<file path="src/rtl/hzd_ctrl.sv">
// Hazard/forwarding controller: tracks EX/MEM/WB destinations, raises the load-use
// stall and produces registered ALU-operand forwarding selects for the EX stage.
module hzd_ctrl #(
  parameter int REG_ADDR_W = 5,
  parameter int CNT_W      = 16
) (
  input  logic                  i_clk,
  input  logic                  i_rst_n,
  input  logic                  i_id_valid,
  input  logic [REG_ADDR_W-1:0] i_id_rs1,
  input  logic [REG_ADDR_W-1:0] i_id_rs2,
  input  logic                  i_id_rs1_used,
  input  logic                  i_id_rs2_used,
  input  logic [REG_ADDR_W-1:0] i_id_rd,
  input  logic                  i_id_reg_write,
  input  logic                  i_id_mem_read,
  input  logic                  i_flush,
  input  logic                  i_hold,
  output logic                  o_stall,
  output logic                  o_frwd_alu_op1,
  output logic                  o_frwd_mem_alu_op1,
  output logic                  o_frwd_mem_op1,
  output logic                  o_frwd_alu_op2,
  output logic                  o_frwd_mem_alu_op2,
  output logic                  o_frwd_mem_op2,
  output logic [CNT_W-1:0]      o_stall_cnt
);

  typedef struct packed {
    logic                  valid;
    logic [REG_ADDR_W-1:0] rd;
    logic                  wen;
    logic                  load;
  } slot_t;

  slot_t s1_q, s2_q, s3_q;
  slot_t s1_d;
  logic [5:0] frwd_q, frwd_d;
  logic [CNT_W-1:0] stall_cnt_q, stall_cnt_d;

  logic rs1_m1, rs1_m2, rs2_m1, rs2_m2;
  logic issue;

  // x0 is hardwired to zero, so a producer targeting it never matches.
  function automatic logic slotMatch(input slot_t s, input logic [REG_ADDR_W-1:0] rs,
                                     input logic used);
    return s.valid & s.wen & (s.rd != '0) & (s.rd == rs) & used;
  endfunction

  always_comb begin
    rs1_m1 = slotMatch(s1_q, i_id_rs1, i_id_rs1_used);
    rs1_m2 = slotMatch(s2_q, i_id_rs1, i_id_rs1_used);
    rs2_m1 = slotMatch(s1_q, i_id_rs2, i_id_rs2_used);
    rs2_m2 = slotMatch(s2_q, i_id_rs2, i_id_rs2_used);

    o_stall = i_id_valid & ~i_flush & (rs1_m1 | rs2_m1) & s1_q.load;
    issue   = i_id_valid & ~i_flush & ~o_stall;

    s1_d = '0;
    frwd_d = '0;
    if (issue) begin
      s1_d.valid = 1'b1;
      s1_d.rd    = i_id_rd;
      s1_d.wen   = i_id_reg_write;
      s1_d.load  = i_id_mem_read;
      frwd_d[5] = rs1_m1 & ~s1_q.load;
      frwd_d[4] = ~rs1_m1 & rs1_m2 & ~s2_q.load;
      frwd_d[3] = ~rs1_m1 & rs1_m2 & s2_q.load;
      frwd_d[2] = rs2_m1 & ~s1_q.load;
      frwd_d[1] = ~rs2_m1 & rs2_m2 & ~s2_q.load;
      frwd_d[0] = ~rs2_m1 & rs2_m2 & s2_q.load;
    end

    stall_cnt_d = stall_cnt_q;
    if (o_stall && (stall_cnt_q != '1)) begin
      stall_cnt_d = stall_cnt_q + {{(CNT_W-1){1'b0}}, 1'b1};
    end
  end

  // Every slot, flag and the counter freeze together while memory holds the pipe.
  always_ff @(posedge i_clk or negedge i_rst_n) begin
    if (!i_rst_n) begin
      s1_q        <= '0;
      s2_q        <= '0;
      s3_q        <= '0;
      frwd_q      <= '0;
      stall_cnt_q <= '0;
    end else if (!i_hold) begin
      s3_q        <= s2_q;
      s2_q        <= s1_q;
      s1_q        <= s1_d;
      frwd_q      <= frwd_d;
      stall_cnt_q <= stall_cnt_d;
    end
  end

  assign o_frwd_alu_op1     = frwd_q[5];
  assign o_frwd_mem_alu_op1 = frwd_q[4];
  assign o_frwd_mem_op1     = frwd_q[3];
  assign o_frwd_alu_op2     = frwd_q[2];
  assign o_frwd_mem_alu_op2 = frwd_q[1];
  assign o_frwd_mem_op2     = frwd_q[0];
  assign o_stall_cnt        = stall_cnt_q;

endmodule
</file>
<file path="config.mk">
export PLATFORM = sky130hd
export DESIGN_NAME = hzd_ctrl
export DESIGN_NICKNAME = d
export VERILOG_FILES = /design/src/rtl/hzd_ctrl.sv
export SDC_FILE = /design/constraint.sdc
export NUM_CORES = 1
export LEC_CHECK = 0
export ABC_CLOCK_PERIOD_IN_PS = 3300
export CAP_MARGIN = 10
export CORE_MARGIN = 5
export CORE_UTILIZATION = 45
export DETAILED_ROUTE_END_ITERATION = 10
export PLACE_DENSITY = 0.84
export SYNTH_ARGS = -nofsm -noshare
export SYNTH_HDL_FRONTEND = slang
export SYNTH_SLANG_ARGS = --single-unit
</file>
<file path="constraint.sdc">
create_clock -name i_clk -period 3.3 [get_ports i_clk]
set_input_delay 0.825 -clock i_clk [delete_from_list [all_inputs] [get_ports i_clk]]
set_output_delay 0.825 -clock i_clk [all_outputs]
set_load 0.03 [all_outputs]
</file>
==> results.py, run 1 <==
metrics = {
    "global_route": {
        "grt_pass1_wl_um": 7803,
        "met1_usage_pct": 21.38,
        "grt-busiest-layer": "met2",
        "grt.overflow.total": 0,
        "grtUsageTotal_pct": 16.14,
        "grt_pass1_vias": 1639,
        "use_met2_pct": 25.09,
        "grtUsageMet3_pct": 3.204,
        "grt_max_degree": 39,
        "antenna_found_initial": 0,
    },
    "synthesis": {
        "async_flop_share_pct": 100.0,
        "syn_nets": 216,
        "postSynthAreaPerCell_um2": 10.98,
        "ys_warn_count": 0,
        "synth_top_area_share_pct": 45.35,
        "synth_edf_count": 0,
        "synth_area_um2": 2097,
        "yosys.area.top_type": "dfrtp_1",
        "synth_cell_type_count": 48,
        "netlist_instances": 191,
        "synth.area.top_cells": "dfrtp_1 (45%), xor2_1 (8.4%), xnor2_1 (5.8%)",
        "yosys_most_used_dff": "dfrtp_1",
        "synth_seq_cells": 38,
        "synth-seq-area-share_pct": 45.35,
    },
    "power": {
        "powerDensity_nw_per_um2": 348.7,
        "fin_total_pwr_mw": 0.9385,
        "leakage_nw": 1.175,
        "ir_drop_v": 0.0002054,
    },
    "placed_design": {
        "dp_slack_ns": 0.1067,
        "dp_hpwl_um": 3520,
        "portBuffers": 46,
        "gp_congestion": 0.8461,
    },
    "layout": {
        "drive_gt1_share_pct": 13.22,
        "antenna_cells": 0,
        "nets": 266,
        "area_growth_pct": 28.34,
    },
    "sta": {
        "hold_viol": 0,
        "min_period_over_period_pct": 96.02,
        "fin_tns_setup_ns": 0,
        "postLayoutSetupSlackWorst_ns": 0.1315,
        "tightest_slew_ns": 0.8344,
        "fin_crit_ns": 3.169,
        "setup_violations": 0,
        "slew_viol_final": 0,
        "fmax_mhz": 315.6,
        "rsz0062_at_grt": "false",
        "relSlewSlack_pct": 44.37,
        "fin_skew_ns": 0.009212,
    },
    "setup_path": {
        "r2r-start": "s1_q[4]",
        "startpoint_type": "input pin",
        "reg2reg_depth": 6,
        "crit_fanout": 2,
        "critical_path_arrival_ns": 2.34,
        "endpoint_kind": "primary output",
        "critPathRequiredTime_ns": 2.47,
        "r2r-end": "o_stall_cnt[14]",
        "reg2reg_slack_ns": 1.16,
        "worst-setup-path-type": "input pin to primary output",
    },
    "die": {
        "dieArea_um2": 6125,
        "die_y_um": 78.27,
        "row_count": 24,
        "initial_core_util_pct": 47.18,
        "die_w_um": 78.27,
        "ios": 47,
        "core_area_um2": 4444,
    },
    "clock_network": {
        "root_buffer": "clkbuf_8",
        "clockBufferDepth": 2,
        "cts_tree": "yes",
        "cts_resized": 0,
        "cts_buffers": 5,
        "h-tree-depth": 2,
        "cts.sinks": 38,
        "insertion_delay_ns": 0.29,
        "cts_setup_buffers": 0,
        "postCtsHoldBufs": 0,
        "clk_pin_slew_ns": 0.07,
    },
    "routing": {
        "drt_wl_total_um": 4647,
        "vias_per_cell": 5.622,
        "drc": 0,
        "route.vias.total": 1653,
        "drtIter0Drc": 113,
        "ant_nets": 0,
        "drtPass1Iterations": 4,
        "wl_per_cell_um": 15.81,
    },
    "worst_hold_path": {
        "min_from": "o_stall_cnt[13]",
        "hold_depth": 1,
        "holdPathEnd": "o_stall_cnt[13]",
        "hold_path.class": "flip-flop to flip-flop",
    },
    "status": {
        "status": "complete, no violations",
    },
    "job": {
        "timing.max_cap.violations": 0,
    },
}
metrics by stage:
stage | instance area (um2) | hold WS [ns] | cells | util, %
2_1_floorplan | 2097 | 0.4791 | 191 | -
3_3_place_gp | 2600 | 0.4670 | 286 | 58.50
3_5_place_dp | 2600 | 0.4771 | 286 | 58.50
4_1_cts | 2691 | 0.4918 | 294 | 60.56
5_1_grt | 2691 | 0.5270 | 294 | 60.56
6_report | 2691 | 0.4882 | 294 | 60.56
where the power goes:
part           switching (mW)  total, mW  leakage (nW)  internal (mW)
logic                  0.0556      0.117         0.609         0.0619
clock network           0.156      0.324        0.0482          0.168
registers              0.0181      0.497         0.517          0.479
total                   0.229      0.939          1.17          0.709
cell usage in the layout, fill, tap and decap left out, types with 7 or more instances in the layout:
cell / n
xnor2_1: 14
nor2_1: 8
nand2_1: 17
clkdlybuf4s50_1: 44
dfrtp_1: 38
mux2_2: 8
nand3_1: 12
xor2_1: 20
nand4_1: 7
per-layer routing:
layer | up-vias | routed length (um)
met1 | 795 | 2071
met5 | - | 0
met3 | 11 | 230
met2 | 48 | 2226
met4 | 0 | 119
li1 | 799 | -
Yosys cell counts (4+ instances only):
master    n
a22o_1    6
and3_1    6
dfrtp_1  38
mux2_2    8
nand2_1  17
nand3_1  12
nand4_1   7
nor2_1    8
nor3_1    5
o21ai_1   4
xnor2_1  14
xor2_1   20
worst max-delay path by stage:
stage / cells past startpoint / end / startpoint
final: 6 / o_stall / i_id_rs1[2]
after global placement: 6 / o_stall / i_id_rs1[2]
after global routing: 6 / o_stall / i_id_rs1[2]
after floorplan: 5 / o_stall / i_id_rs1[2]
after CTS: 6 / o_stall / i_id_rs1[2]
after detailed placement: 6 / o_stall / i_id_rs1[2]
critical path: stages:
cell             delay [ns]
clkdlybuf4s50_1        0.45
xor2_1                 0.19
nor4_4                 0.37
a22o_4                 0.19
and3_1                 0.16
buf_4                  0.16
logic make-up after synthesis:
group	after synthesis	share of synthesized area (%)
AO/OA/AOI/OAI	25	10.86
XOR/XNOR	34	14.20
adder cells (fa/ha/maj)	1	0.5966
buffers and inverters	9	2.506
flip-flops	38	45.35
multiplexers	10	5.370
AND/OR/NAND/NOR	74	21.12
area by class of cell:
class                   count  area (um2)
multi-input cells         144        1094
repair buffers             50       483.0
clock inverters             1       5.005
well taps                  52       65.06
flip-flops and latches     38       950.9
fillers                   351        1753
clock buffers               7       86.33
inverters                   2       7.507
sequential cells by signal, summed over array words and instances (netlist names):
| signal | flops |
|---|---|
| o_stall_cnt | 16 |
| s1_q | 8 |
| s2_q | 8 |
| frwd_q | 6 |
No activity file was read; power rests on OpenSTA's default activity.
==> inputs of run 2 (changes only) <==
--- a/config.mk
+++ b/config.mk
@@ -8,9 +8,10 @@
 export ABC_CLOCK_PERIOD_IN_PS = 3300
 export CAP_MARGIN = 10
 export CORE_MARGIN = 5
-export CORE_UTILIZATION = 45
+export CORE_UTILIZATION = 30
 export DETAILED_ROUTE_END_ITERATION = 10
-export PLACE_DENSITY = 0.84
+export PLACE_DENSITY = 0.63
+export SKIP_CTS_REPAIR_TIMING = 1
 export SYNTH_ARGS = -nofsm -noshare
 export SYNTH_HDL_FRONTEND = slang
 export SYNTH_SLANG_ARGS = --single-unit
==> run 2 against run 1 <==
Against the previous run:
- register-to-register slack improved by 0.02 ns
- combinational power about the same
- critical path type unchanged
- flip-flop and latch count unchanged
- clock skew decreased by 0.0050 ns
- die area increased by 43%
- sequential power about the same
- non-clock buffer count increased by 1
- power increased by 7.7%
- hold slack improved by 0.0054 ns
- maximum frequency increased by 1.3%
- critical path depth unchanged
==> results.py, run 2 (same netlist as run 1, synthesis figures left out) <==
metrics = {
    "status": {
        "status": "complete, no violations",
    },
    "routing": {
        "drc": 0,
        "drtIter0Drc": 33,
        "vias_per_cell": 4.900,
        "wl_per_cell_um": 15.02,
        "route.vias.total": 1661,
        "ant_nets": 0,
        "drt_wl_total_um": 5091,
        "drtPass1Iterations": 4,
    },
    "layout": {
        "multi_input_comb_area_um2": 1094,
        "largest_reg_flops": 16,
        "final_cell_mix": "clkdlybuf4s50_1 (44), dfrtp_1 (38), xor2_1 (20)",
        "design_area_um2": 2771,
        "final-seq-area_um2": 950.9,
        "fill_cells": 684,
        "antenna_cells": 0,
        "final_common_cell": "clkdlybuf4s50_1",
        "drive_gt1_share_pct": 13.99,
        "nets": 267,
        "area_growth_pct": 32.16,
        "post-route-util_pct": 40.79,
    },
    "sta": {
        "rsz0062_at_grt": "false",
        "fmax_mhz": 319.6,
        "hold_slack_ns": 0.4936,
        "fin_skew_ns": 0.004209,
        "slew_viol_final": 0,
        "hold_viol": 0,
        "relSlewSlack_pct": 43.43,
        "fin_tns_setup_ns": 0,
        "min_period_over_period_pct": 94.83,
        "setup_violations": 0,
        "fin_crit_ns": 3.129,
        "tightest_slew_ns": 0.8486,
    },
    "clock_network": {
        "clk_pin_slew_ns": 0.07,
        "cts.sinks": 38,
        "cts_buffers": 5,
        "cts_tree": "yes",
        "root_buffer": "clkbuf_8",
        "insertion_delay_ns": 0.29,
        "clockBufferDepth": 2,
        "h-tree-depth": 2,
    },
    "setup_path": {
        "critPathRequiredTime_ns": 2.47,
        "crit_fanout": 2,
        "critPathMaxStageDelay_ns": 0.48,
        "path_cells": "clkdlybuf4s50_1 > xor2_1 > nor4_4 > a22o_4 > and3_1 > buf_4",
        "endpoint_kind": "primary output",
        "worst-setup-path-type": "input pin to primary output",
        "startpoint_type": "input pin",
        "cpMaxStageDelayCell": "clkdlybuf4s50_1",
        "critical_path_arrival_ns": 2.30,
    },
    "power": {
        "powerDensity_nw_per_um2": 364.7,
        "leakage_nw": 1.189,
        "p_seq_share_pct": 49.2,
        "p_switching_mw": 0.2468,
        "p_sw_share_pct": 24.42,
        "fin_total_pwr_mw": 1.011,
        "p_comb_share_pct": 11.7,
        "power_frac_clock_pct": 39.1,
        "internal-power_mw": 0.7639,
        "ir_drop_v": 0.0001707,
    },
    "die": {
        "initial_core_util_pct": 30.87,
        "ios": 47,
        "die_y_um": 93.61,
        "dieArea_um2": 8762,
        "core_area_um2": 6794,
        "row_count": 30,
        "die_w_um": 93.61,
    },
    "global_route": {
        "grt_max_degree": 39,
        "grt.overflow.total": 0,
        "antenna_found_initial": 0,
        "grtUsageTotal_pct": 12.29,
        "grt_pass1_wl_um": 8528,
        "grt_pass1_vias": 1712,
    },
    "placed_design": {
        "dp_hpwl_um": 3834,
        "place_area_um2": 2663,
        "gp_congestion": 0.8211,
        "portBuffers": 46,
    },
    "worst_hold_path": {
        "hold_path.class": "flip-flop to flip-flop",
    },
    "job": {
        "timing.max_cap.violations": 0,
    },
}
==> run 2: cell count changes in the layout (fill, tap and decap cells not counted), sizes merged <==
| cell | delta |
|---|---|
| clkbuf | -2 |
| buf | +1 |
| bufinv | +1 |
| clkinv | +1 |
==> run 2: final cells by class <==
class	count	area share [%]
Multi-Input combinational cell	144	39.46
Timing Repair Buffer	51	17.70
Sequential cell	38	34.31
Clock buffer	5	2.483
Tap cell	96	4.334
Inverter	2	0.2709
Clock inverter	3	1.445
==> run 2: through the flow <==
stage,cells,setup slack [ns]
2_1_floorplan,191,0.4649
3_3_place_gp,331,0.1928
3_5_place_dp,331,0.1586
4_1_cts,339,0.1493
5_1_grt,339,0.09854
6_report,339,0.1706
==> run 2: worst max-delay path: cells and delay by family <==
family                 cells  cell delay [ns]
buffers and inverters      2             0.64
AO/OA/AOI/OAI              1             0.16
AND/OR/NAND/NOR            2             0.48
XOR/XNOR                   1             0.20
==> run 2: worst paths after layout <==
check	from	to	slack (ns)	depth (start not counted)
min in group asynchronous	i_rst_n	frwd_q[3]	0.63	1
min reg2reg	o_stall_cnt[13]	o_stall_cnt[13]	0.49	1
max	i_id_rs2[0]	o_stall	0.17	6
min	o_stall_cnt[13]	o_stall_cnt[13]	0.49	1
max reg2reg	s1_q[3]	o_stall_cnt[15]	1.18	5
max in group asynchronous	i_rst_n	o_stall_cnt[15]	2.13	1
==> run 2: power by group through the flow <==
stage | Clock [mW] | Sequential (mW) | Combinational, mW
2_1_floorplan | 0 | 0.500 | 0.0670
3_3_place_gp | 0 | 0.506 | 0.118
3_5_place_dp | 0 | 0.506 | 0.120
4_1_cts | 0.402 | 0.497 | 0.121
5_1_grt | 0.423 | 0.500 | 0.130
6_report | 0.396 | 0.497 | 0.118
==> run 2: per-layer routing <==
layer	wire, um	vias to the layer above	GRT usage, %
li1	-	791	-
met1	2354	815	16.83
met2	2323	48	19.18
met3	360	7	3.459
met4	53	0	3.008
met5	0	-	0
